**src/rtl/snake_game_ctrl_pkg.sv**
```systemverilog
// Shared snake definitions: directions, controller states and sizing helpers.
package snake_game_ctrl_pkg;

  localparam logic [1:0] RIGHT = 2'd0;
  localparam logic [1:0] UP    = 2'd1;
  localparam logic [1:0] LEFT  = 2'd2;
  localparam logic [1:0] DOWN  = 2'd3;

  typedef enum logic [2:0] {
    ST_IDLE      = 3'd0,
    ST_INIT      = 3'd1,
    ST_WAIT_TICK = 3'd2,
    ST_BUSY      = 3'd3,
    ST_SETTLE    = 3'd4,
    ST_CHECK     = 3'd5,
    ST_GAME_OVER = 3'd6
  } state_e;

  // Number of bits needed to index 'value' cells (ceil log2).
  function automatic int unsigned logb2(input int unsigned value);
    int unsigned bits;
    bits = 0;
    while ((64'd1 << bits) < 64'(value)) bits = bits + 1;
    return bits;
  endfunction

  // Button levels {down,left,up,right} to a direction, right having top priority.
  function automatic logic [1:0] btn_to_dir(input logic [3:0] btn);
    logic [1:0] dir;
    dir = RIGHT;
    if (btn[0])      dir = RIGHT;
    else if (btn[1]) dir = UP;
    else if (btn[2]) dir = LEFT;
    else if (btn[3]) dir = DOWN;
    return dir;
  endfunction

endpackage

```
**src/rtl/snake_game_ctrl_if.sv**
```systemverilog
// Step handshake and head/food data between the game controller and the body engine.
interface snake_game_ctrl_if
  import snake_game_ctrl_pkg::*;
#(
  parameter int unsigned H = 32,
  parameter int unsigned V = 32
) ();

  localparam int unsigned XW = logb2(H);
  localparam int unsigned YW = logb2(V);
  localparam int unsigned LW = logb2(H * V);

  logic              snake_rst;
  logic [1:0]        move;
  logic [LW-1:0]     length;
  logic              shift;
  logic              food_eat;
  logic              end_shift;
  logic              self_col;
  logic [XW+YW:0]    last_head;
  logic [XW-1:0]     food_x;
  logic [YW-1:0]     food_y;

  modport master (
    output snake_rst, move, length, shift, food_eat,
    input  end_shift, self_col, last_head, food_x, food_y
  );

  modport slave (
    input  snake_rst, move, length, shift, food_eat,
    output end_shift, self_col, last_head, food_x, food_y
  );

endinterface

```
**src/rtl/snake_game_ctrl_static_counter.sv**
```systemverilog
// Free-running modulo counter with clear; flags the terminal count MAX.
module snake_game_ctrl_static_counter #(
  parameter int unsigned MAX = 1
) (
  input  logic clk,
  input  logic reset,
  input  logic clr,
  input  logic en,
  output logic done_c
);

  localparam int unsigned W = (MAX < 1) ? 1 : $clog2(MAX + 1);

  logic [W-1:0] cnt;

  // Count 0..MAX and wrap; clr has priority over en.
  always_ff @(posedge clk or negedge reset) begin
    if (!reset) begin
      cnt <= '0;
    end else if (clr) begin
      cnt <= '0;
    end else if (en) begin
      cnt <= (cnt == W'(MAX)) ? '0 : cnt + W'(1);
    end
  end

  assign done_c = (cnt == W'(MAX));

endmodule

```
**src/rtl/snake_game_ctrl.sv**
```systemverilog
// Game-step controller: paces steps, latches direction, judges food and collisions.
module snake_game_ctrl
  import snake_game_ctrl_pkg::*;
#(
  parameter int unsigned H        = 32,
  parameter int unsigned V        = 32,
  parameter int unsigned TICK_DIV = 3000000,
  parameter int unsigned INIT_LEN = 3,
  parameter int unsigned SETTLE   = 2
) (
  input  logic               clk,
  input  logic               reset,
  input  logic               start,
  input  logic [3:0]         btn_dir,
  snake_game_ctrl_if.master  eng,
  output logic [15:0]        score,
  output logic               game_over,
  output logic               watchdog_err
);

  localparam int unsigned XW      = logb2(H);
  localparam int unsigned YW      = logb2(V);
  localparam int unsigned LW      = logb2(H * V);
  localparam int unsigned LEN_MAX = H * V - 1;
  localparam int unsigned WD_LAST = H * V + 7;
  localparam int unsigned WD_W    = $clog2(H * V + 8);
  localparam int unsigned ST_LAST = (SETTLE < 1) ? 0 : SETTLE - 1;
  localparam int unsigned ST_W    = (SETTLE < 2) ? 1 : $clog2(SETTLE);

  state_e          state, state_d;
  logic            start_q;
  logic [1:0]      pending, pending_d;
  logic [1:0]      move_q, move_d;
  logic [LW-1:0]   length_q, length_d;
  logic            shift_q, shift_d;
  logic            food_eat_q, food_eat_d;
  logic            snake_rst_q, snake_rst_d;
  logic [15:0]     score_d;
  logic            game_over_d;
  logic            wd_err_d;
  logic [WD_W-1:0] wd_cnt, wd_cnt_d;
  logic [ST_W-1:0] st_cnt, st_cnt_d;

  logic            start_rise_c;
  logic            tick_done_c;
  logic [1:0]      dir_req_c;
  logic            head_hit_c;
  logic [XW-1:0]   head_x_c;
  logic [YW-1:0]   head_y_c;
  logic            unused_head_active;

  assign start_rise_c       = start & ~start_q;
  assign dir_req_c          = btn_to_dir(btn_dir);
  assign head_x_c           = eng.last_head[XW+YW -: XW];
  assign head_y_c           = eng.last_head[YW -: YW];
  assign head_hit_c         = (head_x_c == eng.food_x) && (head_y_c == eng.food_y);
  assign unused_head_active = eng.last_head[0];

  // Tick divider: cleared outside WAIT_TICK so every wait restarts from zero.
  snake_game_ctrl_static_counter #(
    .MAX (TICK_DIV - 1)
  ) u_tick (
    .clk    (clk),
    .reset  (reset),
    .clr    (state != ST_WAIT_TICK),
    .en     (state == ST_WAIT_TICK),
    .done_c (tick_done_c)
  );

  // Next state and next register values; outputs follow the state being entered.
  always_comb begin
    state_d    = state;
    pending_d  = pending;
    move_d     = move_q;
    length_d   = length_q;
    score_d    = score;
    wd_err_d   = watchdog_err;
    food_eat_d = 1'b0;
    wd_cnt_d   = '0;
    st_cnt_d   = '0;

    case (state)
      ST_IDLE: begin
        if (start_rise_c) state_d = ST_INIT;
      end
      ST_INIT: begin
        state_d = ST_WAIT_TICK;
      end
      ST_WAIT_TICK: begin
        if (tick_done_c) begin
          state_d = ST_BUSY;
          move_d  = pending;
        end
      end
      ST_BUSY: begin
        if (eng.end_shift) begin
          state_d = ST_SETTLE;
        end else if (wd_cnt == WD_W'(WD_LAST)) begin
          state_d  = ST_GAME_OVER;
          wd_err_d = 1'b1;
        end else begin
          wd_cnt_d = wd_cnt + WD_W'(1);
        end
      end
      ST_SETTLE: begin
        if (st_cnt == ST_W'(ST_LAST)) state_d = ST_CHECK;
        else                          st_cnt_d = st_cnt + ST_W'(1);
      end
      ST_CHECK: begin
        if (eng.self_col) begin
          state_d = ST_GAME_OVER;
        end else begin
          state_d = ST_WAIT_TICK;
          if (head_hit_c) begin
            food_eat_d = 1'b1;
            score_d    = (score == 16'hFFFF) ? score : score + 16'd1;
            length_d   = (length_q == LW'(LEN_MAX)) ? length_q : length_q + LW'(1);
          end
        end
      end
      ST_GAME_OVER: begin
        if (start_rise_c) state_d = ST_INIT;
      end
      default: begin
        state_d = ST_IDLE;
      end
    endcase

    // A reversal onto the body is dropped; no button keeps the previous request.
    if ((state inside {ST_WAIT_TICK, ST_BUSY, ST_SETTLE, ST_CHECK}) &&
        (btn_dir != 4'd0) && (dir_req_c != (move_q ^ 2'b10))) begin
      pending_d = dir_req_c;
    end

    if (state_d == ST_INIT) begin
      length_d  = LW'(INIT_LEN);
      score_d   = 16'd0;
      move_d    = RIGHT;
      pending_d = RIGHT;
      wd_err_d  = 1'b0;
    end

    shift_d     = (state == ST_WAIT_TICK) && tick_done_c;
    snake_rst_d = (state_d == ST_IDLE) || (state_d == ST_INIT) || (state_d == ST_GAME_OVER);
    game_over_d = (state_d == ST_GAME_OVER);
  end

  // State and output registers.
  always_ff @(posedge clk or negedge reset) begin
    if (!reset) begin
      state        <= ST_IDLE;
      start_q      <= 1'b0;
      pending      <= RIGHT;
      move_q       <= RIGHT;
      length_q     <= LW'(INIT_LEN);
      shift_q      <= 1'b0;
      food_eat_q   <= 1'b0;
      snake_rst_q  <= 1'b1;
      score        <= 16'd0;
      game_over    <= 1'b0;
      watchdog_err <= 1'b0;
      wd_cnt       <= '0;
      st_cnt       <= '0;
    end else begin
      state        <= state_d;
      start_q      <= start;
      pending      <= pending_d;
      move_q       <= move_d;
      length_q     <= length_d;
      shift_q      <= shift_d;
      food_eat_q   <= food_eat_d;
      snake_rst_q  <= snake_rst_d;
      score        <= score_d;
      game_over    <= game_over_d;
      watchdog_err <= wd_err_d;
      wd_cnt       <= wd_cnt_d;
      st_cnt       <= st_cnt_d;
    end
  end

  assign eng.snake_rst = snake_rst_q;
  assign eng.move      = move_q;
  assign eng.length    = length_q;
  assign eng.shift     = shift_q;
  assign eng.food_eat  = food_eat_q;

endmodule

```
**src/flat_wrapper.sv**
```systemverilog
// flat-port wrapper written by rule: the top's interface ports become plain ports
module snake_game_ctrl_flat import snake_game_ctrl_pkg::*;
#(
  parameter int unsigned H        = 32,
  parameter int unsigned V        = 32,
  parameter int unsigned TICK_DIV = 3000000,
  parameter int unsigned INIT_LEN = 3,
  parameter int unsigned SETTLE   = 2
)
  (clk, reset, start, btn_dir, score, game_over, watchdog_err, eng_snake_rst, eng_move, eng_length, eng_shift, eng_food_eat, eng_end_shift, eng_self_col, eng_last_head, eng_food_x, eng_food_y);
  snake_game_ctrl_if #(.H(H), .V(V)) eng_i ();
  input  logic clk;
  input  logic reset;
  input  logic start;
  input  logic [3:0] btn_dir;
  output logic [15:0] score;
  output logic game_over;
  output logic watchdog_err;
  output wire logic [$bits(eng_i.snake_rst)-1:0] eng_snake_rst;
  output wire logic [$bits(eng_i.move)-1:0] eng_move;
  output wire logic [$bits(eng_i.length)-1:0] eng_length;
  output wire logic [$bits(eng_i.shift)-1:0] eng_shift;
  output wire logic [$bits(eng_i.food_eat)-1:0] eng_food_eat;
  input wire logic [$bits(eng_i.end_shift)-1:0] eng_end_shift;
  input wire logic [$bits(eng_i.self_col)-1:0] eng_self_col;
  input wire logic [$bits(eng_i.last_head)-1:0] eng_last_head;
  input wire logic [$bits(eng_i.food_x)-1:0] eng_food_x;
  input wire logic [$bits(eng_i.food_y)-1:0] eng_food_y;
  assign eng_snake_rst = eng_i.snake_rst;
  assign eng_move = eng_i.move;
  assign eng_length = eng_i.length;
  assign eng_shift = eng_i.shift;
  assign eng_food_eat = eng_i.food_eat;
  assign eng_i.end_shift = eng_end_shift;
  assign eng_i.self_col = eng_self_col;
  assign eng_i.last_head = eng_last_head;
  assign eng_i.food_x = eng_food_x;
  assign eng_i.food_y = eng_food_y;
  snake_game_ctrl #(.H(H), .V(V), .TICK_DIV(TICK_DIV), .INIT_LEN(INIT_LEN), .SETTLE(SETTLE)) u_core (.clk(clk), .reset(reset), .start(start), .btn_dir(btn_dir), .eng(eng_i), .score(score), .game_over(game_over), .watchdog_err(watchdog_err));
endmodule
```
**config.mk**
```make
export PLATFORM = sky130hd
export DESIGN_NAME = snake_game_ctrl_flat
export DESIGN_NICKNAME = d
export VERILOG_FILES = /design/src/rtl/snake_game_ctrl_pkg.sv /design/src/rtl/snake_game_ctrl_if.sv /design/src/rtl/snake_game_ctrl_static_counter.sv /design/src/rtl/snake_game_ctrl.sv /design/src/flat_wrapper.sv
export SDC_FILE = /design/constraint.sdc
export NUM_CORES = 1
export LEC_CHECK = 0
export ABC_AREA = 1
export BUFFER_PORTS_ARGS = -buffer_cell sky130_fd_sc_hd__buf_2
export CORE_ASPECT_RATIO = 1.75
export CORE_MARGIN = 4
export CORE_UTILIZATION = 39
export CTS_CLUSTER_SIZE = 10
export DETAILED_ROUTE_END_ITERATION = 10
export GPL_ROUTABILITY_DRIVEN = 0
export PLACE_DENSITY = 0.65
export SETUP_SLACK_MARGIN = 0.4
export SYNTH_ARGS = -nofsm -noshare
export SYNTH_HDL_FRONTEND = slang
export SYNTH_HIERARCHICAL = 1
export SYNTH_SLANG_ARGS = --single-unit
```
**constraint.sdc**
```tcl
create_clock -name clk -period 2.05 [get_ports clk]
set_clock_uncertainty 0.05 [all_clocks]
set_input_delay 0.3075 -clock clk [delete_from_list [all_inputs] [get_ports clk]]
set_output_delay 0.3075 -clock clk [all_outputs]
set_load 0.03 [all_outputs]
```
Word-level counts from Yosys, hierarchy flattened
Index checks and enable logic that the tools add are counted.

Bits in registers: 73. Output and inout bits: 33. Word-level logic and storage cells: 106.

Add/subtract/negate cells: 5. Equal/unequal tests: 20. Multiplexer cells: 41. Bitwise logic cells: 3. Reductions and logical operators: 23.

Operators with widths (number): $mux 16 (5); $mux 22 (3); $mux 10 (5); $mux 11 (3); $add 22x1->22 const B (1); $eq 22x22->1 const B (1); $mux 2 (9); $mux 3 (6); $pmux 3 s6 (1); $add 16x1->16 const B (1); $eq 16x16->1 const B (1); $reduce_bool 2->1 (8); $eq 3x3->1 const B (4); $add 11x1->11 const B (1); $eq 11x11->1 const B (1); $add 10x1->10 const B (1); $eq 10x10->1 const B (1); $eq 5x5->1 (2); $mux 1 (9); $reduce_and 4->1 (2); $reduce_bool 4->1 (2); $eq 3x1->1 const B (2); $eq 3x2->1 const B (2); $logic_not 3->1 (2); 12 further kinds (19).

Depth between registers and ports, before layout
Gate-level depths: netlist of run 1.

Depth after elaboration: 8. Mapped depth: 13. Mapped depth without buffers: 13.

By module
Netlist of run 1, hierarchy kept.

Modules (own cells, without submodules): snake_game_ctrl (times used 1, cells an instance 491, area an instance 3318.2 µm², sequential area each 1280.0 µm²); snake_game_ctrl_static_counter (times used 1, cells an instance 210, area an instance 1401.3 µm², sequential area each 550.5 µm²).

Worst setup path before layout of run 1
Ideal clock, no wire load.

Path kind: reg-to-reg. Start: register u_core.length_q[0], in the netlist u_core/eng.length[0]. End: register u_core.length_q[7], in the netlist u_core/eng.length[7]. Library setup time: 66 ps. Data arrival time: 1724 ps. Data required time: 1934 ps. Path slack: 210 ps. Stages on the path, launching flop included: 10. Cell sequence: dfstp_2 > ha_1 > inv_1 > nor2_1 > nand2_1 > nor3_1 > o21ai_2 > nand3_1 > nand2_1 > nand2_1.

Longest elaborated chain between the ends: 6.

RTL lines: from (decl) (line snake_game_ctrl.sv:34) `logic [LW-1:0] length_q, length_d;`; from (signal assigned) (line snake_game_ctrl.sv:155) `length_q <= LW'(INIT_LEN);`; from (signal assigned) (line snake_game_ctrl.sv:169) `length_q <= length_d;`; $add 10x1->10 (line snake_game_ctrl.sv:117) `length_d = (length_q == LW'(LEN_MAX)) ? length_q : length_q + LW'(1);`; $mux 10 (line snake_game_ctrl.sv:117); $mux 10 (line snake_game_ctrl.sv:114) `if (head_hit_c) begin`; $mux 10 (line snake_game_ctrl.sv:110) `if (eng.self_col) begin`; $mux 10 (line snake_game_ctrl.sv:82) `case (state)`; $mux 10 (line snake_game_ctrl.sv:135) `if (state_d == ST_INIT) begin`.

Parallel ways exist; a longest one is shown, timed or not. The select of a mux whose other input is x is not followed. A chain may end at the register's enable or synchronous reset.

Worst setup path in the final report of run 1
Start: register u_core.state[1]. End: register u_core.snake_rst_q, in the netlist u_core/eng.snake_rst.

Longest elaborated chain between the ends: 6.

RTL lines: from (decl) (line snake_game_ctrl.sv:30) `state_e state, state_d;`; from (signal assigned) (line snake_game_ctrl.sv:165) `state <= state_d;`; $eq 3x3->1 / $logic_not 3->1 (equally long branches) (line snake_game_ctrl.sv:82); $reduce_or 2->1 (no source line); $pmux 3 s6 * (line snake_game_ctrl.sv:82); via u_core.state_d[2] (line snake_game_ctrl.sv:30); $eq 3x1->1 / $logic_not 3->1 (equally long branches) (line snake_game_ctrl.sv:144) `snake_rst_d = (state_d == ST_IDLE) || (state_d == ST_INIT) || (state_d == ST_GAME_OVER);`; $logic_or 1x1->1 (line snake_game_ctrl.sv:144); $logic_or 1x1->1 * (line snake_game_ctrl.sv:144); via u_core.snake_rst_d (line snake_game_ctrl.sv:37) `logic snake_rst_q, snake_rst_d;`; to (signal assigned) (line snake_game_ctrl.sv:172) `snake_rst_q <= snake_rst_d;`; to (decl) (line snake_game_ctrl.sv:37).

Mark *: on every way through the listed nets, which the timed path passes. The rest lies on a longest branch.

==> run_summary.xml, run 1 <==
<?xml version="1.0" encoding="UTF-8"?>
<metrics>
  <group name="power">
    <metric name="power_density" unit="mW/mm2">814</metric>
    <metric name="ir_drop" unit="mV">0.438</metric>
    <metric name="leakagePower" unit="nW">3.09</metric>
    <metric name="total_power" unit="mW">5.17</metric>
  </group>
  <group name="worst_setup_path">
    <metric name="worst_path_most_repeated_cell" unit="">sky130_fd_sc_hd__o21ai_0</metric>
    <metric name="critPathMaxFanout" unit="">4</metric>
    <metric name="worst_ep_required_time" unit="ps">2270</metric>
    <metric name="worstPathCellList" unit="">buf_6, nor3_1, inv_1, o21ai_0, nor2_1, o21ai_0, nand2_1, o21ai_1</metric>
    <metric name="worstSetupPathType" unit="">reg2reg</metric>
    <metric name="crit_slowest_cell" unit="">sky130_fd_sc_hd__dfrtp_2</metric>
    <metric name="worst_setup_path_start_kind" unit="">flop</metric>
    <metric name="worst_setup_path_end_kind" unit="">flop</metric>
    <metric name="rr_worst_depth" unit="">8</metric>
    <metric name="max_stage_delay" unit="ps">460</metric>
    <metric name="critical_path_arrival" unit="ps">2010</metric>
  </group>
  <group name="global_route">
    <metric name="first_global_vias" unit="">4814</metric>
    <metric name="grt_start_max_net_pins" unit="">74</metric>
    <metric name="antenna_found_initial" unit="">0</metric>
    <metric name="grt.overflow.total" unit="">0</metric>
    <metric name="track_usage" unit="">0.189</metric>
    <metric name="grt_first_pass_wirelength" unit="mm">21.8</metric>
  </group>
  <group name="timing">
    <metric name="timing.final.crit_period" unit="ps">1790</metric>
    <metric name="final-max-slew-violation-count" unit="">0</metric>
    <metric name="worst_slew_pin_slew" unit="ps">500</metric>
    <metric name="total_setup_violations_reported_at_the_end_of_the_flow" unit="">0</metric>
    <metric name="final_min_period_over_clock_period" unit="">0.873</metric>
    <metric name="hold_slack" unit="ps">54.2</metric>
    <metric name="aggregate_negative_setup_slack" unit="ps">0</metric>
    <metric name="rsz0062_at_grt" unit="">true</metric>
    <metric name="final_hold_viol_count" unit="">0</metric>
    <metric name="timing.slew.headroom" unit="">0.663</metric>
    <metric name="timing.final.ws_setup" unit="ps">260</metric>
    <metric name="fmaxAchievable" unit="MHz">559</metric>
  </group>
  <group name="final_layout">
    <metric name="antennaDiodeCount" unit="">0</metric>
    <metric name="finalNonFillerCells" unit="">954</metric>
    <metric name="layout_commonest_cell" unit="">sky130_fd_sc_hd__nand2_1</metric>
    <metric name="fillers" unit="">1054</metric>
    <metric name="fin_area" unit="mm2">0.00634</metric>
    <metric name="area_growth_syn_to_layout" unit="%">34.4</metric>
    <metric name="layout_common_cells" unit="">sky130_fd_sc_hd__nand2_1 (199), sky130_fd_sc_hd__nor2_1 (110), sky130_fd_sc_hd__inv_1 (77)</metric>
    <metric name="nets" unit="">848</metric>
    <metric name="final_layout_size_suffix_gt1_frac" unit="">0.287</metric>
    <metric name="multi_input_comb_area" unit="mm2">0.00289</metric>
    <metric name="regArea" unit="mm2">0.00184</metric>
    <metric name="finalCoreUtilization" unit="">0.542</metric>
  </group>
  <group name="clock_tree">
    <metric name="master_cell_of_the_clock_root_buffer" unit="">sky130_fd_sc_hd__clkbuf_16</metric>
    <metric name="clkSinkCount" unit="">73</metric>
    <metric name="tritoncts" unit="">done</metric>
    <metric name="clk_pin_slew_worst_paths" unit="ps">70</metric>
    <metric name="clk-insertion-delay-late" unit="ps">340</metric>
    <metric name="cts_buffer_depth" unit="">2</metric>
    <metric name="htree_num_levels" unit="">3</metric>
    <metric name="numCtsBuffers" unit="">9</metric>
  </group>
  <group name="logic_synthesis">
    <metric name="post_synth_inst_count" unit="">701</metric>
    <metric name="synth-seq-cells" unit="">73</metric>
    <metric name="syn_area" unit="mm2">0.00472</metric>
    <metric name="yosysSeqAreaShare" unit="">0.388</metric>
    <metric name="yosys_warnings" unit="">6</metric>
    <metric name="synth_largest_area_cell" unit="">sky130_fd_sc_hd__dfrtp_1</metric>
    <metric name="synth_area_per_cell" unit="um2">6.73</metric>
    <metric name="ys_types" unit="">31</metric>
    <metric name="synthesized_nets" unit="">735</metric>
    <metric name="synth.top_cell.area_share" unit="">0.371</metric>
    <metric name="synthTopCellsByArea" unit="">sky130_fd_sc_hd__dfrtp_1 (37%), sky130_fd_sc_hd__nand2_1 (18%), sky130_fd_sc_hd__nor2_1 (10%)</metric>
  </group>
  <group name="detailed_routing">
    <metric name="wl_per_cell" unit="um">14.0</metric>
    <metric name="vias_per_cell" unit="">5.19</metric>
    <metric name="totalWireLength" unit="mm">13.4</metric>
    <metric name="detailroute.via_count" unit="">4951</metric>
    <metric name="ant_nets" unit="">0</metric>
    <metric name="drc_errors" unit="">0</metric>
    <metric name="drt_iter0_drc" unit="">202</metric>
    <metric name="drt_first_pass_iters" unit="">5</metric>
  </group>
  <group name="place">
    <metric name="dp_slack" unit="ps">39.2</metric>
    <metric name="total_placed_cells_including_tap_cells" unit="">898</metric>
    <metric name="post_dp_hpwl" unit="mm">9.09</metric>
    <metric name="placedInstanceArea" unit="mm2">0.00530</metric>
    <metric name="numPortBuffers" unit="">61</metric>
  </group>
  <group name="floorplan">
    <metric name="dieHeight" unit="um">154</metric>
    <metric name="rows" unit="">52</metric>
    <metric name="core_region_area" unit="mm2">0.0117</metric>
    <metric name="ios" unit="">63</metric>
    <metric name="floorplan.die_area" unit="mm2">0.0140</metric>
    <metric name="initial_utilization" unit="">0.403</metric>
    <metric name="chipWidth" unit="um">91.2</metric>
  </group>
  <group name="min_path">
    <metric name="worstHoldPathType" unit="">in2reg</metric>
    <metric name="cell_depth_of_the_worst_hold_path" unit="">1</metric>
  </group>
  <group name="flow_run">
    <metric name="max-cap-violations" unit="">0</metric>
  </group>
  <group name="run_status">
    <metric name="run_status" unit="">finished clean</metric>
  </group>
</metrics>
-- cell families (layout without fill, tap and decap cells) --
| family | after synthesis | count (layout) | share of synthesized area |
|---|---|---|---|
| AOI/OAI and AO/OA | 32 | 32 | 0.0419 |
| xor gates and xnor gates | 27 | 27 | 0.0501 |
| adders and majority gates | 4 | 4 | 0.0106 |
| buffers and inverters | 100 | 217 | 0.0864 |
| DFF | 73 | 73 | 0.388 |
| and+or+nand+nor | 465 | 466 | 0.423 |
-- critical path: cells and delay by family (launching register included) --
family,cells,cell delay (ps)
AO/OA/AOI/OAI,3,340
buffers and inverters,2,330
flip-flops,1,460
AND/OR/NAND/NOR,3,540
-- cells in the mapped netlist --
cell and n:
sky130_fd_sc_hd__dfstp_2 3, sky130_fd_sc_hd__a31oi_1 2, sky130_fd_sc_hd__nand3_2 5, sky130_fd_sc_hd__a32o_1 1, sky130_fd_sc_hd__buf_6 3, sky130_fd_sc_hd__clkinv_1 1
sky130_fd_sc_hd__nor2_1 127, sky130_fd_sc_hd__nor3_1 12, sky130_fd_sc_hd__dfrtp_1 70, sky130_fd_sc_hd__and2_1 1, sky130_fd_sc_hd__inv_1 84, sky130_fd_sc_hd__xnor2_1 8
sky130_fd_sc_hd__o21ai_1 3, sky130_fd_sc_hd__nand2_1 227, sky130_fd_sc_hd__buf_2 8, sky130_fd_sc_hd__nor4_1 3, sky130_fd_sc_hd__or2_2 1, sky130_fd_sc_hd__nand3_1 35
sky130_fd_sc_hd__a21oi_1 5, sky130_fd_sc_hd__xor2_1 19, sky130_fd_sc_hd__nor2_4 2, sky130_fd_sc_hd__o21ai_0 14, sky130_fd_sc_hd__o21bai_1 3, sky130_fd_sc_hd__o21ai_2 3
sky130_fd_sc_hd__o21ai_4 1, sky130_fd_sc_hd__nand4_1 38, sky130_fd_sc_hd__ha_1 4, sky130_fd_sc_hd__nor2_2 6, sky130_fd_sc_hd__nor3b_1 3, sky130_fd_sc_hd__nand2_2 5
sky130_fd_sc_hd__inv_2 4
-- path summary, 6_finish.rpt --
| check | to | start | slack, ps |
|---|---|---|---|
| worst max register to register | u_core/eng.snake_rst | u_core/state[1] | 260 |
| worst min-delay path | u_core/start_q | start | 50 |
| worst max-delay path | u_core/eng.snake_rst | u_core/state[1] | 260 |
| worst min register to register | u_core/st_cnt | u_core/st_cnt | 390 |
| min in group asynchronous | u_core/score[10] | reset | 470 |
| max in group asynchronous | u_core/eng.snake_rst | reset | 1110 |
-- layout make-up --
type,count,share of cell area
timing repair buffer,112,0.125
inverter,89,0.0542
tap,135,0.0266
clock buffer,9,0.0355
clock inverter,7,0.0130
multi-input combinational,529,0.456
sequential,73,0.289
-- flip-flops by register name, summed over array words and instances, names as in the netlist, 2 cells and up --
register           flops
u_core/u_tick/cnt     22
u_core/score          16
u_core/eng.move        2
u_core/pending         2
u_core/wd_cnt         11
u_core/eng.length     10
u_core/state           3
-- timing repair --
action	4_1_cts	5_1_grt
hold endpoints to repair	70	0
hold buffers	1	0
pin swaps	22	27
gates cloned	1	1
gates resized for setup	32	75
setup endpoints to repair	49	59
buffers inserted	22	15
-- metal layers --
| layer | GRT usage | share of wire |
|---|---|---|
| met5 | 0 | 0 |
| met4 | 0.0849 | 0.034 |
| met3 | 0.0391 | 0.035 |
| met2 | 0.349 | 0.55 |
| met1 | 0.205 | 0.38 |
-- power breakdown --
group	switching [mW]	leakage, nW	internal [mW]
sequential	0.0739	0.994	1.53
clock	0.678	0.145	0.964
combinational	1.16	1.95	0.765
No activity file was read; power rests on OpenSTA's default activity.
==> run 2, diff against run 1 <==
--- a/config.mk
+++ b/config.mk
@@ -13,8 +13,9 @@
 export CTS_CLUSTER_SIZE = 10
 export DETAILED_ROUTE_END_ITERATION = 10
 export GPL_ROUTABILITY_DRIVEN = 0
-export PLACE_DENSITY = 0.65
+export RECOVER_POWER = 25
 export SETUP_SLACK_MARGIN = 0.4
+export SKIP_CTS_REPAIR_TIMING = 1
 export SYNTH_ARGS = -nofsm -noshare
 export SYNTH_HDL_FRONTEND = slang
 export SYNTH_HIERARCHICAL = 1
==> run 2 against run 1 <==
Effect of this change:
- global-route usage is 0.59 points lower
- sequential cell count unchanged
- non-clock buffer count fell by 7
- worst hold slack got worse by 3.4 ps
- register-to-register slack barely moved
- utilization decreased by 0.36 points
- clock power about the same
- wire length is 1.7% higher
- die area unchanged
- sequential share of layout area increased by 0.33 points
- setup slack got worse by 3.6 ps
- first-iteration DRC count is 13% lower
==> run_summary.xml, run 2 (synthesis gave the netlist of run 1 again) <==
<?xml version="1.0" encoding="UTF-8"?>
<metrics>
  <group name="global_route">
    <metric name="grt.overflow.total" unit="">0</metric>
    <metric name="grt_first_pass_wirelength" unit="mm">21.1</metric>
    <metric name="grt_start_max_net_pins" unit="">44</metric>
    <metric name="first_global_vias" unit="">4660</metric>
    <metric name="antenna_found_initial" unit="">0</metric>
    <metric name="track_usage" unit="">0.183</metric>
  </group>
  <group name="worst_setup_path">
    <metric name="crit_slowest_cell" unit="">sky130_fd_sc_hd__dfrtp_1</metric>
    <metric name="critical_path.reg2reg.startpoint" unit="">u_core/u_tick/cnt[19]</metric>
    <metric name="critPathMaxFanout" unit="">3</metric>
    <metric name="rr_worst_depth" unit="">13</metric>
    <metric name="setup.reg_to_reg.worst_slack" unit="ps">260</metric>
    <metric name="crit-reg2reg-capture" unit="">u_core/game_over</metric>
    <metric name="worst_setup_path_start_kind" unit="">flop</metric>
    <metric name="max_stage_delay" unit="ps">400</metric>
    <metric name="worst_setup_path_end_kind" unit="">flop</metric>
    <metric name="worstPathCellList" unit="">nand2_2, inv_2, nand2_4, inv_2, nand4_1, nor4_4, nand2_1, nand2_2, inv_2, nand3_2, nor2_2, nand2_1, inv_1</metric>
    <metric name="critical_path_arrival" unit="ps">1970</metric>
    <metric name="worst_path_most_repeated_cell" unit="">sky130_fd_sc_hd__inv_2</metric>
    <metric name="worst_ep_required_time" unit="ps">2230</metric>
    <metric name="worstSetupPathType" unit="">reg2reg</metric>
  </group>
  <group name="min_path">
    <metric name="cell_depth_of_the_worst_hold_path" unit="">1</metric>
    <metric name="whs_endpoint" unit="">u_core/start_q</metric>
    <metric name="worstHoldPathType" unit="">in2reg</metric>
    <metric name="timing.hold.worst.start" unit="">start</metric>
  </group>
  <group name="clock_tree">
    <metric name="tritoncts" unit="">done</metric>
    <metric name="master_cell_of_the_clock_root_buffer" unit="">sky130_fd_sc_hd__clkbuf_16</metric>
    <metric name="clk-insertion-delay-late" unit="ps">330</metric>
    <metric name="clk_pin_slew_worst_paths" unit="ps">60</metric>
    <metric name="numCtsBuffers" unit="">9</metric>
    <metric name="htree_num_levels" unit="">3</metric>
    <metric name="clkSinkCount" unit="">73</metric>
    <metric name="cts_buffer_depth" unit="">2</metric>
  </group>
  <group name="power">
    <metric name="power_density" unit="mW/mm2">791</metric>
    <metric name="ir_drop" unit="mV">0.463</metric>
    <metric name="leakagePower" unit="nW">3.09</metric>
    <metric name="total_power" unit="mW">4.98</metric>
  </group>
  <group name="detailed_routing">
    <metric name="drc_errors" unit="">0</metric>
    <metric name="drt_first_pass_iters" unit="">5</metric>
    <metric name="detailroute.via_count" unit="">4890</metric>
    <metric name="totalWireLength" unit="mm">13.6</metric>
    <metric name="drt_iter0_drc" unit="">176</metric>
    <metric name="wl_per_cell" unit="um">14.4</metric>
    <metric name="ant_nets" unit="">0</metric>
    <metric name="vias_per_cell" unit="">5.16</metric>
  </group>
  <group name="final_layout">
    <metric name="largest_register_by_flop_count" unit="">u_core/u_tick/cnt</metric>
    <metric name="fillers" unit="">1129</metric>
    <metric name="nets" unit="">841</metric>
    <metric name="layout_commonest_cell" unit="">sky130_fd_sc_hd__nand2_1</metric>
    <metric name="multi_input_comb_area" unit="mm2">0.00291</metric>
    <metric name="largest_registers" unit="">u_core/u_tick/cnt: 22 flops, u_core/score: 16 flops, u_core/wd_cnt: 11 flops</metric>
    <metric name="antennaDiodeCount" unit="">0</metric>
    <metric name="final_layout_size_suffix_gt1_frac" unit="">0.282</metric>
    <metric name="finalCoreUtilization" unit="">0.538</metric>
    <metric name="regArea" unit="mm2">0.00185</metric>
    <metric name="area_growth_syn_to_layout" unit="%">33.5</metric>
    <metric name="layout_common_cells" unit="">sky130_fd_sc_hd__nand2_1 (203), sky130_fd_sc_hd__nor2_1 (109), sky130_fd_sc_hd__inv_1 (76)</metric>
    <metric name="largest_reg_flops" unit="">22</metric>
  </group>
  <group name="timing">
    <metric name="total_setup_violations_reported_at_the_end_of_the_flow" unit="">0</metric>
    <metric name="fmaxAchievable" unit="MHz">558</metric>
    <metric name="timing.slew.headroom" unit="">0.312</metric>
    <metric name="aggregate_negative_setup_slack" unit="ps">0</metric>
    <metric name="final_hold_viol_count" unit="">0</metric>
    <metric name="timing.final.crit_period" unit="ps">1790</metric>
    <metric name="final-max-slew-violation-count" unit="">0</metric>
    <metric name="final_min_period_over_clock_period" unit="">0.875</metric>
    <metric name="worst_slew_pin_slew" unit="ps">1030</metric>
    <metric name="rsz0062_at_grt" unit="">true</metric>
    <metric name="hold_slack" unit="ps">50.8</metric>
  </group>
  <group name="floorplan">
    <metric name="core_region_area" unit="mm2">0.0117</metric>
    <metric name="dieHeight" unit="um">154</metric>
    <metric name="floorplan.die_area" unit="mm2">0.0140</metric>
    <metric name="initial_utilization" unit="">0.403</metric>
    <metric name="chipWidth" unit="um">91.2</metric>
    <metric name="rows" unit="">52</metric>
    <metric name="ios" unit="">63</metric>
  </group>
  <group name="place">
    <metric name="numPortBuffers" unit="">61</metric>
    <metric name="post_dp_hpwl" unit="mm">9.56</metric>
  </group>
  <group name="run_status">
    <metric name="run_status" unit="">finished clean</metric>
  </group>
  <group name="flow_run">
    <metric name="max-cap-violations" unit="">0</metric>
  </group>
</metrics>
run 2: cell types whose count changed in the layout (fill, tap and decap cells not counted), sizes merged:
cell,delta
clkinv,+2
buf,-9
inv,-4
clkbuf,+3
clkinvlp,+1
run 2: worst max-delay path by stage:
stage	from	to	slack (ps)
finish	u_core/u_tick/cnt[19]	u_core/game_over	260
global route	u_core/u_tick/cnt[19]	u_core/game_over	90
floorplan	u_core/score[1]	u_core/score[5]	370
detailed placement	u_core/u_tick/cnt[1]	u_core/game_over	120
CTS	u_core/u_tick/cnt[1]	u_core/game_over	110
global placement	u_core/u_tick/cnt[1]	u_core/game_over	130
run 2: critical path: cells and delay by family (launching register included):
family	cells	cell delay, ps
buf+inv	4	200
flops	1	400
simple gates	9	1040
run 2: final cells by class:
| type | instances | area share |
|---|---|---|
| clock buffer | 10 | 0.0379 |
| inverter | 89 | 0.0550 |
| clock inverter | 6 | 0.0105 |
| multi-input combinational | 529 | 0.462 |
| sequential | 73 | 0.293 |
| timing repair buffer | 105 | 0.115 |
| tap | 135 | 0.0268 |
run 2: metal layers:
metal / vias to the layer above / wire (um) / track usage / share of wire
met5: - / 0 / 0 / 0
met4: 0 / 259 / 0.0597 / 0.019
met3: 20 / 439 / 0.0333 / 0.032
met2: 106 / 7840 / 0.356 / 0.58
met1: 2330 / 5050 / 0.195 / 0.37
li1: 2434 / - / - / -
run 2: power breakdown:
group	switching (mW)	total, mW	internal (mW)
sequential	0.0883	1.62	1.53
clock	0.638	1.62	0.977
combinational	1.09	1.75	0.658
total	1.82	4.98	3.17
run 2: through the flow:
stage / std cells / cell area [um2] / worst slack, ps
5_1_grt: 947 / 6300 / 90.8
3_5_place_dp: 900 / 5310 / 119
4_1_cts: 916 / 5620 / 107
2_1_floorplan: 701 / 4790 / 365
3_3_place_gp: 900 / 5310 / 130
6_report: 947 / 6300 / 257
